## src/rtl/scan_chain_tester_pkg.sv

```systemverilog
// ----------------------------------------------------------------------------
// scan_chain_tester_pkg
//   Definitions shared by the scan chain tester: default chain and error
//   counter widths, the controller state encoding, and a helper that sizes
//   the shift-position counter.
// ----------------------------------------------------------------------------
package scan_chain_tester_pkg;

    localparam int CHAIN_LEN_DEF = 8;
    localparam int CNT_W_DEF     = 8;

    typedef enum logic [1:0] {
        ST_IDLE    = 2'd0,
        ST_SHIFT   = 2'd1,
        ST_CAPTURE = 2'd2,
        ST_UNLOAD  = 2'd3
    } state_t;

    // Width of a counter that steps 0..n-1; never narrower than one bit.
    function automatic int cnt_width(input int n);
        return (n <= 1) ? 1 : $clog2(n);
    endfunction

endpackage

```

## src/rtl/scan_result_chk.sv

```systemverilog
// ----------------------------------------------------------------------------
// scan_result_chk
//   Registers each unloaded word, compares it against the expected word and
//   keeps a saturating count of failing results.
//
//   clk       in   clock
//   rst_n     in   asynchronous active-low reset
//   chk_en    in   a complete word is available this cycle
//   word      in   unloaded word (bit i = captured flop i)
//   expected  in   expected word for this result
//   res_valid out  one-cycle strobe following chk_en
//   res_data  out  last unloaded word, held until the next result
//   res_pass  out  res_data matched its expected word
//   err_cnt   out  failing results, sticks at all-ones
// ----------------------------------------------------------------------------
module scan_result_chk #(
    parameter int CHAIN_LEN = 8,
    parameter int CNT_W     = 8
) (
    input  logic                 clk,
    input  logic                 rst_n,
    input  logic                 chk_en,
    input  logic [CHAIN_LEN-1:0] word,
    input  logic [CHAIN_LEN-1:0] expected,
    output logic                 res_valid,
    output logic [CHAIN_LEN-1:0] res_data,
    output logic                 res_pass,
    output logic [CNT_W-1:0]     err_cnt
);

    logic match;

    assign match = (word == expected);

    always_ff @(posedge clk or negedge rst_n) begin
        if (!rst_n) begin
            res_valid <= 1'b0;
            res_data  <= '0;
            res_pass  <= 1'b0;
            err_cnt   <= '0;
        end else begin
            res_valid <= chk_en;
            if (chk_en) begin
                res_data <= word;
                res_pass <= match;
                if (!match && (err_cnt != {CNT_W{1'b1}}))
                    err_cnt <= err_cnt + CNT_W'(1);
            end
        end
    end

endmodule

```

## src/rtl/scan_chain_tester.sv

```systemverilog
// ----------------------------------------------------------------------------
// scan_chain_tester
//   Tester-side controller for a scan chain: shifts each pattern in, applies
//   one functional capture cycle, then shifts the captured word out while the
//   next pattern (if any) is shifted in, and checks it against its expectation.
//
//   clk        in   clock
//   rst_n      in   asynchronous active-low reset
//   pat_valid  in   pattern source has a pattern
//   pat_ready  out  controller accepts a pattern this cycle
//   pat_data   in   pattern, bit i ends up in chain flop i
//   exp_data   in   expected captured word for the pattern
//   scan_in    out  serial data into the chain head (registered)
//   scan_en    out  1 = shift, 0 = functional capture (registered)
//   scan_out   in   serial data from chain flop 0
//   res_valid  out  one-cycle result strobe
//   res_data   out  unloaded captured word, bit i = flop i
//   res_pass   out  res_data matched the expectation
//   err_cnt    out  saturating count of failing results
//   busy       out  controller not idle
//
//   state   | meaning
//   --------+----------------------------------------------------------------
//   IDLE    | chain quiet, waiting for a pattern
//   SHIFT   | shifting load_reg in; also unloading previous capture if unload_act
//   CAPTURE | one functional clock into the chain
//   UNLOAD  | shifting the last capture out with scan_in held low
// ----------------------------------------------------------------------------
module scan_chain_tester
    import scan_chain_tester_pkg::*;
#(
    parameter int CHAIN_LEN = CHAIN_LEN_DEF,
    parameter int CNT_W     = CNT_W_DEF
) (
    input  logic                 clk,
    input  logic                 rst_n,
    input  logic                 pat_valid,
    output logic                 pat_ready,
    input  logic [CHAIN_LEN-1:0] pat_data,
    input  logic [CHAIN_LEN-1:0] exp_data,
    output logic                 scan_in,
    output logic                 scan_en,
    input  logic                 scan_out,
    output logic                 res_valid,
    output logic [CHAIN_LEN-1:0] res_data,
    output logic                 res_pass,
    output logic [CNT_W-1:0]     err_cnt,
    output logic                 busy
);

    localparam int              SC_W = cnt_width(CHAIN_LEN);
    localparam logic [SC_W-1:0] LAST = SC_W'(CHAIN_LEN - 1);

    state_t                 state, state_nxt;
    logic [SC_W-1:0]        cnt, cnt_nxt;
    logic [CHAIN_LEN-1:0]   load_reg, load_nxt;
    logic [CHAIN_LEN-1:0]   ld_exp, ld_exp_nxt;
    logic [CHAIN_LEN-1:0]   chk_exp, chk_exp_nxt;
    logic [CHAIN_LEN-1:0]   cap_reg, cap_nxt;
    logic [CHAIN_LEN-1:0]   pend_data, pend_data_nxt;
    logic [CHAIN_LEN-1:0]   pend_exp, pend_exp_nxt;
    logic                   pend_full, pend_full_nxt;
    logic                   unload_act, unload_nxt;
    logic                   scan_en_nxt, scan_in_nxt;
    logic                   emit;
    logic                   xfer;

    // Held low during reset so the source never sees a handshake it cannot complete.
    assign pat_ready = rst_n &&
                       ((state == ST_IDLE) ||
                        (((state == ST_SHIFT) || (state == ST_CAPTURE)) && !pend_full));
    assign xfer      = pat_valid && pat_ready;
    assign busy      = (state != ST_IDLE);

    always_comb begin
        state_nxt     = state;
        cnt_nxt       = cnt;
        load_nxt      = load_reg;
        ld_exp_nxt    = ld_exp;
        chk_exp_nxt   = chk_exp;
        cap_nxt       = cap_reg;
        pend_data_nxt = pend_data;
        pend_exp_nxt  = pend_exp;
        pend_full_nxt = pend_full;
        unload_nxt    = unload_act;
        emit          = 1'b0;

        case (state)
            ST_IDLE: begin
                if (xfer) begin
                    load_nxt   = pat_data;
                    ld_exp_nxt = exp_data;
                    unload_nxt = 1'b0;
                    cnt_nxt    = '0;
                    state_nxt  = ST_SHIFT;
                end
            end

            ST_SHIFT: begin
                if (unload_act)
                    cap_nxt[cnt] = scan_out;
                if (xfer) begin
                    pend_data_nxt = pat_data;
                    pend_exp_nxt  = exp_data;
                    pend_full_nxt = 1'b1;
                end
                if (cnt == LAST) begin
                    emit      = unload_act;
                    cnt_nxt   = '0;
                    state_nxt = ST_CAPTURE;
                end else begin
                    cnt_nxt = cnt + SC_W'(1);
                end
            end

            ST_CAPTURE: begin
                // The capture just completed belongs to the pattern in ld_exp.
                chk_exp_nxt = ld_exp;
                cnt_nxt     = '0;
                if (pend_full) begin
                    load_nxt      = pend_data;
                    ld_exp_nxt    = pend_exp;
                    pend_full_nxt = 1'b0;
                    unload_nxt    = 1'b1;
                    state_nxt     = ST_SHIFT;
                end else if (xfer) begin
                    // Pattern offered in the capture cycle goes straight to loading.
                    load_nxt   = pat_data;
                    ld_exp_nxt = exp_data;
                    unload_nxt = 1'b1;
                    state_nxt  = ST_SHIFT;
                end else begin
                    state_nxt = ST_UNLOAD;
                end
            end

            ST_UNLOAD: begin
                cap_nxt[cnt] = scan_out;
                if (cnt == LAST) begin
                    emit      = 1'b1;
                    cnt_nxt   = '0;
                    state_nxt = ST_IDLE;
                end else begin
                    cnt_nxt = cnt + SC_W'(1);
                end
            end

            default: state_nxt = ST_IDLE;
        endcase

        // Chain pins are registered from next-cycle values so they are glitch-free.
        scan_en_nxt = (state_nxt == ST_SHIFT) || (state_nxt == ST_UNLOAD);
        scan_in_nxt = (state_nxt == ST_SHIFT) ? load_nxt[cnt_nxt] : 1'b0;
    end

    always_ff @(posedge clk or negedge rst_n) begin
        if (!rst_n) begin
            state      <= ST_IDLE;
            cnt        <= '0;
            load_reg   <= '0;
            ld_exp     <= '0;
            chk_exp    <= '0;
            cap_reg    <= '0;
            pend_data  <= '0;
            pend_exp   <= '0;
            pend_full  <= 1'b0;
            unload_act <= 1'b0;
            scan_en    <= 1'b0;
            scan_in    <= 1'b0;
        end else begin
            state      <= state_nxt;
            cnt        <= cnt_nxt;
            load_reg   <= load_nxt;
            ld_exp     <= ld_exp_nxt;
            chk_exp    <= chk_exp_nxt;
            cap_reg    <= cap_nxt;
            pend_data  <= pend_data_nxt;
            pend_exp   <= pend_exp_nxt;
            pend_full  <= pend_full_nxt;
            unload_act <= unload_nxt;
            scan_en    <= scan_en_nxt;
            scan_in    <= scan_in_nxt;
        end
    end

    // The word includes the bit sampled at the emitting edge, hence cap_nxt.
    scan_result_chk #(
        .CHAIN_LEN (CHAIN_LEN),
        .CNT_W     (CNT_W)
    ) u_chk (
        .clk       (clk),
        .rst_n     (rst_n),
        .chk_en    (emit),
        .word      (cap_nxt),
        .expected  (chk_exp),
        .res_valid (res_valid),
        .res_data  (res_data),
        .res_pass  (res_pass),
        .err_cnt   (err_cnt)
    );

endmodule
```

## config.mk

```make
export PLATFORM = sky130hd
export DESIGN_NAME = scan_chain_tester
export DESIGN_NICKNAME = d
export VERILOG_FILES = /design/src/rtl/scan_chain_tester_pkg.sv /design/src/rtl/scan_result_chk.sv /design/src/rtl/scan_chain_tester.sv
export SDC_FILE = /design/constraint.sdc
export NUM_CORES = 1
export LEC_CHECK = 0
export ABC_AREA = 1
export CORE_MARGIN = 2
export CORE_UTILIZATION = 50
export DETAILED_ROUTE_END_ITERATION = 8
export PLACE_DENSITY = 0.72
export REMOVE_ABC_BUFFERS = 1
export SYNTH_ARGS = -nofsm -noshare
export SYNTH_HDL_FRONTEND = slang
export SYNTH_SLANG_ARGS = --single-unit
```

## constraint.sdc

```tcl
create_clock -name clk -period 3.57 [get_ports clk]
set_clock_uncertainty 0.15 [all_clocks]
set_input_delay 0.714 -clock clk [delete_from_list [all_inputs] [get_ports clk]]
set_output_delay 0.714 -clock clk [all_outputs]
set_load 0.05 [all_outputs]
```

== Word-level counts from Yosys, hierarchy flattened ==
Cells that the tools add are included.
Cells by class
  add/sub/neg operators: 2
  $lt $le $gt $ge: 3
  equal/unequal tests: 11
  mux-type cells: 31
  reductions and logical operators: 19
Operators by type and width (number)
  case mux 8 bit (2 select lines): 3
  2-to-1 mux 8 bit: 5
  2-to-1 mux 2 bit: 5
  case mux 3 bit (3 select lines): 1
  adder 8 x 1 -> 8 bit, second input constant: 1
  bitwise mux 8 bit: 1
  == test 8 bit: 1
  < comparator 3 x 4 -> 1 bit, second input constant: 2
  2-to-1 mux 1 bit: 8
  inequality test 8 bit, second input constant: 1
  case mux 2 bit (4 select lines): 1
  == test 2 bit, second input constant: 3
  2-to-1 mux 3 bit: 2
  case mux 1 bit (2 select lines): 3
  AND reduction 2 bit: 3
  nonzero test 2 bit: 3
  logical AND 1 bit: 5
  == test 2 x 1 -> 1 bit, second input constant: 2
  inequality test 2 bit, second input constant: 2
  adder 3 x 1 -> 3 bit, second input constant: 1
  binary-select mux 1 bit (select 3 bit): 1
  demux 1 bit (select 3 bit): 1
  == test 3 bit, second input constant: 1
  >= comparator 3 x 1 -> 1 bit, second input constant: 1
  6 further kinds: 9
Storage, ports and cells
  bits in registers: 75
  input port bits: 20
  output and inout port bits: 22

== Depth between registers and ports, before layout ==
Gate-level depths: netlist (run 1).
  depth in word-level cells: 12
  gate-level depth with buffers: 17
  gate-level depth less buffers: 17

== Hierarchy ==
From an unflattened synthesis (run 1), not the netlist that was laid out.
Unflattened totals
  cells, all modules: 426
  area total of the unflattened synthesis: 3661.0 µm²
Modules (own cells, without submodules)
  scan_chain_tester: instances 1, cells each 296, area each 2666.3 µm², seq. area each 1426.4 µm²
  scan_result_chk: instances 1, cells each 130, area each 994.7 µm², seq. area each 450.4 µm²

== Worst setup path after synthesis (run 1) ==
OpenSTA, ideal clock, no wires.
  path kind: register -> output
  start point: reg state[0]
  end point: out pat_ready
  arrival time: 2143 ps
  path slack: 563 ps
  cell stages (with the launch flop): 5
  buffers on the path: 0
  cell sequence: dfrtp_1 > inv_1 > ha_1 > inv_1 > a21boi_0
On the way
  longest elaborated chain between the ends: 5
RTL lines
  start: declaration: RTL line scan_chain_tester.sv:54  | state_t state, state_nxt;
  start signal: assignment: RTL line scan_chain_tester.sv:171  | state <= state_nxt;
  == test 2 x 1 -> 1 bit or == test 2 bit (tied branches): RTL line scan_chain_tester.sv:71  | (((state == ST_SHIFT) || (state == ST_CAPTURE)) && !pend_full));
  logical OR 1 bit: RTL line scan_chain_tester.sv:71
  logical AND 1 bit: RTL line scan_chain_tester.sv:71
  logical OR 1 bit *: RTL line scan_chain_tester.sv:70  | ((state == ST_IDLE) ||
  logical AND 1 bit *: RTL line scan_chain_tester.sv:69  | assign pat_ready = rst_n &&
  end: declaration: RTL line scan_chain_tester.sv:38  | output logic pat_ready,
Every way passes the cells marked *; elsewhere a longest branch is shown, timed or not.

== Worst setup path in the final report (run 1) ==
  start point: reg state[0]
  end point: out busy
On the way
  longest elaborated chain between the ends: 1
RTL lines
  nonzero test 2 bit: RTL line scan_chain_tester.sv:73  | assign busy = (state != ST_IDLE);
  end: declaration: RTL line scan_chain_tester.sv:48  | output logic busy
Every way passes these cells.

==> results_dict.tcl, run 1 <==
set metrics [dict create \
    synth_top_area_share_pct 52.2 \
    cts_hold_buf 0 \
    insertion_delay_ps 340 \
    postCtsResizedCells 0 \
    tritoncts "done" \
    drc 0 \
    muxShareOfSynthArea_pct 2.50 \
    wl_um 7170 \
    post-route-period-util_pct 81.6 \
    initial_core_util_pct 52.4 \
    grt-ovfl-total 0 \
    fmax_ghz 0.343 \
    die_h_um 88.8 \
    rsz0062_at_grt "no" \
    fp.coreArea_um2 6870 \
    cp_cell_sequence "inv_1 -> ha_1 -> inv_1 -> clkdlybuf4s50_1" \
    synth_cells 426 \
    crit_top_cell "inv_1" \
    finalSetupViolCount 0 \
    gp_congestion 0.807 \
    yosys-top-cells-area "dfrtp_1 52%, nand2_1 14%, inv_1 4.4%, nor2_1 3.9%, nand3_1 3.6%" \
    synth_warnings 0 \
    num-nets-final 501 \
    worst_slew_pin_slew_ps 755 \
    power.leakage_nw 2.16 \
    grt_pass1_wl_um 12200 \
    power.density_nw_per_um2 837 \
    crit_path_max_fanout 6 \
    grt_max_degree 56 \
    antenna_found_initial 0 \
    yosys.area_share.adder_pct 2.78 \
    post-route-util_pct 63.7 \
    grt_pass1_vias 2609 \
    synthSimpleGateAreaFrac_pct 25.8 \
    cts-root-buf "clkbuf_8" \
    slew_violations 0 \
    cts.clk_slew.worst_paths_ps 80 \
    hold_violations 0 \
    slowest_delay_ps 830 \
    dp_hpwl_um 5170 \
    yosysSeqAreaShare_pct 52.2 \
    arrival_ps 2050 \
    rows 30 \
    outcome "finished, final reports clean" \
    ant_nets 0 \
    slowest_stage "clkdlybuf4s50_1" \
    post_cts_buffers 0 \
    cts_max_level 3 \
    ys_ff_latch 75 \
    vias 2890 \
    die_w_um 88.8 \
    synth_top_cell_by_area "dfrtp_1" \
    critical_path_class "register to output port" \
    numPlacedInstances 558 \
    cap_violations 0 \
    io_buffers 41 \
    die_area_um2 7890 \
    ir_worst_vdd_mv 0.350 \
    synth_top_family_by_area "simple AND/OR/NAND/NOR gates" \
    synth.distinct_cells 28 \
    relSlewSlack_pct 49.6 \
    grt_usage_pct 20.2 \
    first_pass_iters 5 \
    syn-cell-area_um2 3600 \
    synth_xor_area_share_pct 1.46 \
    crit_required_ps 2710 \
    final_cells 574 \
    numClockSinks 75 \
    hold_class "primary input to asynchronous set/reset pin" \
    worst_setup_path_end_kind "output port" \
    num_antenna_cells 0 \
    area_growth_pct 21.6 \
    drtIter0Drc 210 \
    min_period_ps 2910 \
    synth_compound_area_share_pct 9.98 \
    wl_per_cell_um 12.5 \
    final_layout_size_suffix_gt1_share_pct 7.95 \
    setup_tns_ps 0 \
    cts_made_buffers 9 \
    postSynthAreaPerCell_um2 8.45 \
    startpoint_type "register" \
    vias_per_cell 5.03 \
    cts_buffer_depth 2 \
    ios 42 \
]
==> critical path, delay by kind of cell (launching register included) <==
family	cells	cell delay, ps
flops	1	390
fa+ha+maj	1	220
buf+inv	3	1090
==> layout make-up <==
cell class | instances | area, µm²
clock buffers | 12 | 165
clock inverters | 4 | 95.1
fillers | 606 | 2490
inverters | 42 | 158
multi-input cells | 301 | 1530
flip-flops and latches | 75 | 1880
well taps | 96 | 120
repair buffers | 44 | 428
==> power breakdown <==
part           internal (mW)  switching [mW]
logic                  0.519           0.948
clock network          0.521           0.303
registers               1.18           0.186
total                   2.22            1.44
==> placed cells by master, fill, tap and decap left out, drive strengths merged, types with 9 or more instances in the layout <==
cell	instances
dfrtp	75
clkdlybuf4s50	39
nand2	136
a31oi	9
inv	42
clkbuf	12
nand4	12
a21oi	15
o21ai	20
nor2	39
nand3	27
==> final timing paths <==
check                       startpoint      endpoint  slack [ps]  cells past startpoint
max in group asynchronous        rst_n    chk_exp[5]        2180                      2
hold reg to reg            load_reg[6]   load_reg[6]         330                      2
min in group clk           load_reg[6]   load_reg[6]         330                      2
setup reg to reg              state[0]   pend_exp[6]         920                      8
setup / recovery              state[0]          busy         660                      4
hold / removal                   rst_n  pend_data[2]         110                      1
==> synthesized netlist by cell type (all sizes together) <==
| master | n |
|---|---|
| a21boi | 2 |
| a21oi | 15 |
| a31oi | 9 |
| a32oi | 2 |
| and2 | 2 |
| buf | 2 |
| clkbuf | 6 |
| dfrtp | 75 |
| ha | 8 |
| inv | 42 |
| mux2 | 8 |
| nand2 | 136 |
| nand3 | 27 |
| nand3b | 1 |
| nand4 | 12 |
| nor2 | 39 |
| nor3 | 2 |
| o21a | 4 |
| o21ai | 20 |
| o22ai | 8 |
| xnor2 | 3 |
| xor2 | 3 |
==> kinds of logic after synthesis <==
family / Yosys count
and+or+nand+nor: 219
DFF: 75
AOI/OAI and AO/OA: 60
buffers and inverters: 50
muxes: 8
adders and majority gates: 8
xor gates and xnor gates: 6
==> per-layer routing <==
layer | GRT usage (%) | part of all wire, %
met5 | 0 | 0
met4 | 7.99 | 1.3
met3 | 4.10 | 4.9
met2 | 29.8 | 44
met1 | 29.4 | 50
==> through the flow <==
step	worst slack [ps]	instance area, µm²	hold slack [ps]	total power, mW
5_1_grt	573	4370	110	3.94
4_1_cts	656	4370	99.0	3.68
3_3_place_gp	794	4110	311	2.80
3_5_place_dp	722	4110	311	2.85
6_report	658	4370	110	3.66
2_1_floorplan	563	3570	268	2.43
No activity file was read; power rests on OpenSTA's default activity.
==> run 2, diff against run 1 <==
PLACE_DENSITY = 0.75   (was 0.72)
clock period = 2.5 ns   (was 3.57 ns; I/O delays follow)
==> run 2 against run 1 <==
Sequential cell count unchanged. Sequential power increased by 43%. Combinational power rose by 52%. Total power rose by 44%. Non-clock buffer count rose by 7. Worst hold slack got worse by 92 ps. Clock power is 29% higher. Count of clock-buffer cells in the layout decreased by 1. Critical path depth up 1.
==> results_dict.tcl, run 2 (synthesis gave the netlist of run 1 again) <==
set metrics [dict create \
    num-nets-final 508 \
    ant_nets 0 \
    grt_usage_pct 22.5 \
    ios 42 \
    hold_class "primary input to asynchronous set/reset pin" \
    multiInputGateArea_um2 1550 \
    drc 0 \
    crit_path_max_fanout 6 \
    cts_buffer_depth 2 \
    cp_cell_sequence "inv_1 -> ha_1 -> nand2_1 -> a21boi_1 -> buf_12" \
    io_buffers 41 \
    finalSetupViolCount 0 \
    numClockSinks 75 \
    layout_commonest_cell "nand2_1" \
    cts_made_buffers 9 \
    wl_per_cell_um 13.5 \
    post-route-period-util_pct 94.4 \
    outcome "finished, final reports clean" \
    post-route-util_pct 64.4 \
    slowest_stage "dfrtp_1" \
    fp.coreArea_um2 6870 \
    drtIter0Drc 247 \
    tritoncts "done" \
    num_antenna_cells 0 \
    numPlacedInstances 563 \
    grt_max_degree 54 \
    relSlewSlack_pct 56.8 \
    slowest_delay_ps 440 \
    initial_core_util_pct 52.4 \
    final_cells 580 \
    grt_pass1_wl_um 13700 \
    regArea_um2 1880 \
    min_period_ps 2360 \
    fmax_ghz 0.424 \
    arrival_ps 1710 \
    grt-ovfl-total 0 \
    first_pass_iters 4 \
    startpoint_type "register" \
    cts-root-buf "clkbuf_8" \
    die_w_um 88.8 \
    grt_pass1_vias 2938 \
    critical_path_class "register to output port" \
    cp-startpoint "state[0]" \
    final_layout_size_suffix_gt1_share_pct 10.1 \
    power.density_nw_per_um2 1190 \
    fill_cells 598 \
    cts.clk_slew.worst_paths_ps 80 \
    reg2reg_from "state[0]" \
    insertion_delay_ps 360 \
    power.leakage_nw 2.18 \
    die_h_um 88.8 \
    dp_hpwl_um 5570 \
    gp_congestion 0.847 \
    hold_violations 0 \
    rows 30 \
    worst_setup_path_end_kind "output port" \
    final_cell_mix "131 x nand2_1, 75 x dfrtp_1, 41 x inv_1" \
    vias_per_cell 5.24 \
    die_area_um2 7890 \
    cap_violations 0 \
    antenna_found_initial 0 \
    wl_um 7810 \
    vias 3037 \
    crit_required_ps 1850 \
    cts_max_level 3 \
    ir_worst_vdd_mv 0.499 \
    area_growth_pct 23.0 \
    worst_slew_pin_slew_ps 648 \
    slew_violations 0 \
]
[run 2: layer usage]
layer	track usage (%)	part of all wire, %	vias to the layer above
met5	0	0	-
met4	8.95	1.3	0
met3	4.20	4.2	11
met2	36.0	49	71
met1	30.4	45	1450
li1	-	-	1505
[run 2: cell type report]
cell class / instances / share of cell area [%]
well taps: 96 / 2.71
clock inverters: 4 / 1.67
clock buffers: 11 / 3.42
flip-flops and latches: 75 / 42.4
inverters: 42 / 3.56
repair buffers: 51 / 11.2
multi-input cells: 301 / 35.1
[run 2: worst max-delay path: cells and delay by family, from the launching register on]
family / cells / cell delay [ps]
flip-flops: 1 / 440
buffers and inverters: 2 / 320
adder cells (fa/ha/maj): 1 / 300
AO/OA/AOI/OAI: 1 / 220
AND/OR/NAND/NOR: 1 / 70
[run 2: worst paths after layout]
check	to	slack, ps	depth (start not counted)
max	pat_ready	140	5
min	pend_full	20	2
max reg2reg	scan_in	180	13
min reg2reg	load_reg[2]	330	2
max in group asynchronous	load_reg[5]	1610	2
min in group clk	load_reg[2]	330	2
[run 2: repair_timing]
action / in CTS / in global routing
setup endpoints to repair: 0 / 20
hold endpoints to repair: 0 / 0
buffers inserted: 0 / 2
resized for setup: 0 / 7
hold buffers: 0 / 0
[run 2: per-stage QoR]
| stage | TNS [ps] | instance area, µm² | hold WS (ps) | setup WS, ps | power, mW |
|---|---|---|---|---|---|
| after global placement | 0 | 4160 | 308 | 91.9 | 4.06 |
| after detailed placement | 0 | 4160 | 312 | 27.9 | 4.15 |
| final | 0 | 4430 | 18.1 | 140 | 5.26 |
| after floorplan | -744 | 3570 | 54.4 | -293 | 3.47 |
| after CTS | 0 | 4390 | 18.9 | 1.35 | 5.24 |
| after global routing | -3.62 | 4430 | 36.5 | -3.62 | 5.64 |
[run 2: where the power goes]
group	leakage, nW	total (mW)	switching (mW)	internal, mW
registers	0.899	1.96	0.274	1.69
logic	1.17	2.23	1.42	0.808
clock network	0.115	1.06	0.449	0.611
total	2.18	5.26	2.15	3.11
==> run 3, diff against run 2 <==
RECOVER_POWER = 50   (was not set)
==> run 3 against run 2 <==
Sequential power about the same. First-iteration DRC count increased by 2.0%. Combinational power about the same. Largest cell class unchanged. Largest power group unchanged. Highest routed layer unchanged.
==> results_dict.tcl, run 3 (synthesis gave the netlist of run 1 again) <==
set metrics [dict create \
    outcome "finished, final reports clean" \
    cts_buffer_depth 2 \
    fp.coreArea_um2 6870 \
    use_met2_pct 36.0 \
    grt_use_met3_pct 4.20 \
    vias_per_cell 5.24 \
    finalSetupViolCount 0 \
    place_ws_ps 27.9 \
    worst_slew_pin_slew_ps 1270 \
    grt.busiest_layer "met2" \
    cts-root-buf "clkbuf_8" \
    ant_nets 0 \
    tritoncts "done" \
    power.density_nw_per_um2 1190 \
    dp_hpwl_um 5570 \
    dpl_cell_area_um2 4160 \
    cts_hold_buf 0 \
    post-route-period-util_pct 94.6 \
    cts.clk_slew.worst_paths_ps 80 \
    io_buffers 41 \
    power.leakage_nw 2.18 \
    fill_cells 601 \
    min_period_ps 2360 \
    reg2reg_depth 13 \
    hold_ws_ps 328 \
    hold_class "register to register" \
    rows 30 \
    arrival_ps 1710 \
    die_area_um2 7890 \
    worstHoldPathCells 2 \
    hold_violations 0 \
    multiInputGateArea_um2 1550 \
    relSlewSlack_pct 15.0 \
    first_pass_iters 4 \
    numClockSinks 75 \
    vias 3037 \
    crit_path_max_fanout 6 \
    drtIter0Drc 252 \
    crit_required_ps 1850 \
    grt_usage_pct 22.5 \
    regArea_um2 1880 \
    setup_tns_ps 0 \
    num_antenna_cells 0 \
    slew_violations 0 \
    cts_made_buffers 9 \
    cts_max_level 3 \
    post-route-cell-area_um2 4420 \
    area_growth_pct 22.7 \
    gr-usage-met1_pct 30.4 \
    grt_max_degree 54 \
    grt-ovfl-total 0 \
    die_w_um 88.8 \
    startpoint_type "register" \
    antenna_found_initial 0 \
    num-nets-final 508 \
    wl_per_cell_um 13.5 \
    die_h_um 88.8 \
    final_layout_size_suffix_gt1_share_pct 9.71 \
    fmax_ghz 0.423 \
    insertion_delay_ps 360 \
    grt_pass1_vias 2938 \
    final_cell_mix "131 x nand2_1, 75 x dfrtp_1, 41 x inv_1" \
    ios 42 \
    critical_path_class "register to output port" \
    initial_core_util_pct 52.4 \
    ir_worst_vdd_mv 0.499 \
    gp_congestion 0.847 \
    worst_setup_path_end_kind "output port" \
    drc 0 \
    wl_um 7830 \
    layout_commonest_cell "nand2_1" \
    grt_pass1_wl_um 13700 \
    worst_slack_ps 136 \
    cap_violations 0 \
]
## run 3: cell count changes in the layout (fill, tap and decap cells not counted)
cell      change
buf_4         -3
clkbuf_1      +2
clkbuf_2      +1
## run 3: path summary, 6_finish.rpt
path | from | endpoint | slack [ps]
setup / recovery | state[0] | pat_ready | 140
hold / removal | load_reg[2] | load_reg[2] | 330
setup reg to reg | state[0] | scan_in | 160
hold reg to reg | load_reg[2] | load_reg[2] | 330
max in group asynchronous | rst_n | ld_exp[6] | 870
min in group asynchronous | rst_n | pend_full | 490
## run 3: routing by layer
metal,up-vias,part of all wire [%],routed length [µm]
met1,1447,45,3550
met2,74,49,3840
li1,1505,-,-
met3,11,4.4,343
met5,-,0,0
met4,0,1.3,104
## run 3: through the flow
stage / util [%] / power [mW] / std cells
final: 64.3 / 5.26 / 580
after CTS: 63.9 / 5.24 / 578
after global routing: 64.3 / 5.64 / 580
after floorplan: - / 3.47 / 418
after global placement: 60.6 / 4.06 / 563
after detailed placement: 60.6 / 4.15 / 563
## run 3: area by class of cell
class | count | area share (%)
repair buffers | 51 | 11.0
multi-input cells | 301 | 35.1
clock inverters | 4 | 1.67
well taps | 96 | 2.72
inverters | 42 | 3.57
clock buffers | 11 | 3.43
flip-flops and latches | 75 | 42.5
## run 3: power breakdown
part           switching, mW  leakage (nW)  internal (mW)
logic                   1.43          1.16          0.806
registers              0.274         0.899           1.69
clock network          0.449         0.115          0.611
## run 3: critical path: stages, from the launching register on
cell	delay, ps
dfrtp_1	450
inv_1	150
ha_1	300
nand2_1	60
a21boi_1	220
buf_12	170
## run 3: repair_timing
action,4_1_cts,5_1_grt
buffers inserted,0,2
endpoints found under the setup margin,0,20
gates resized for setup,0,7
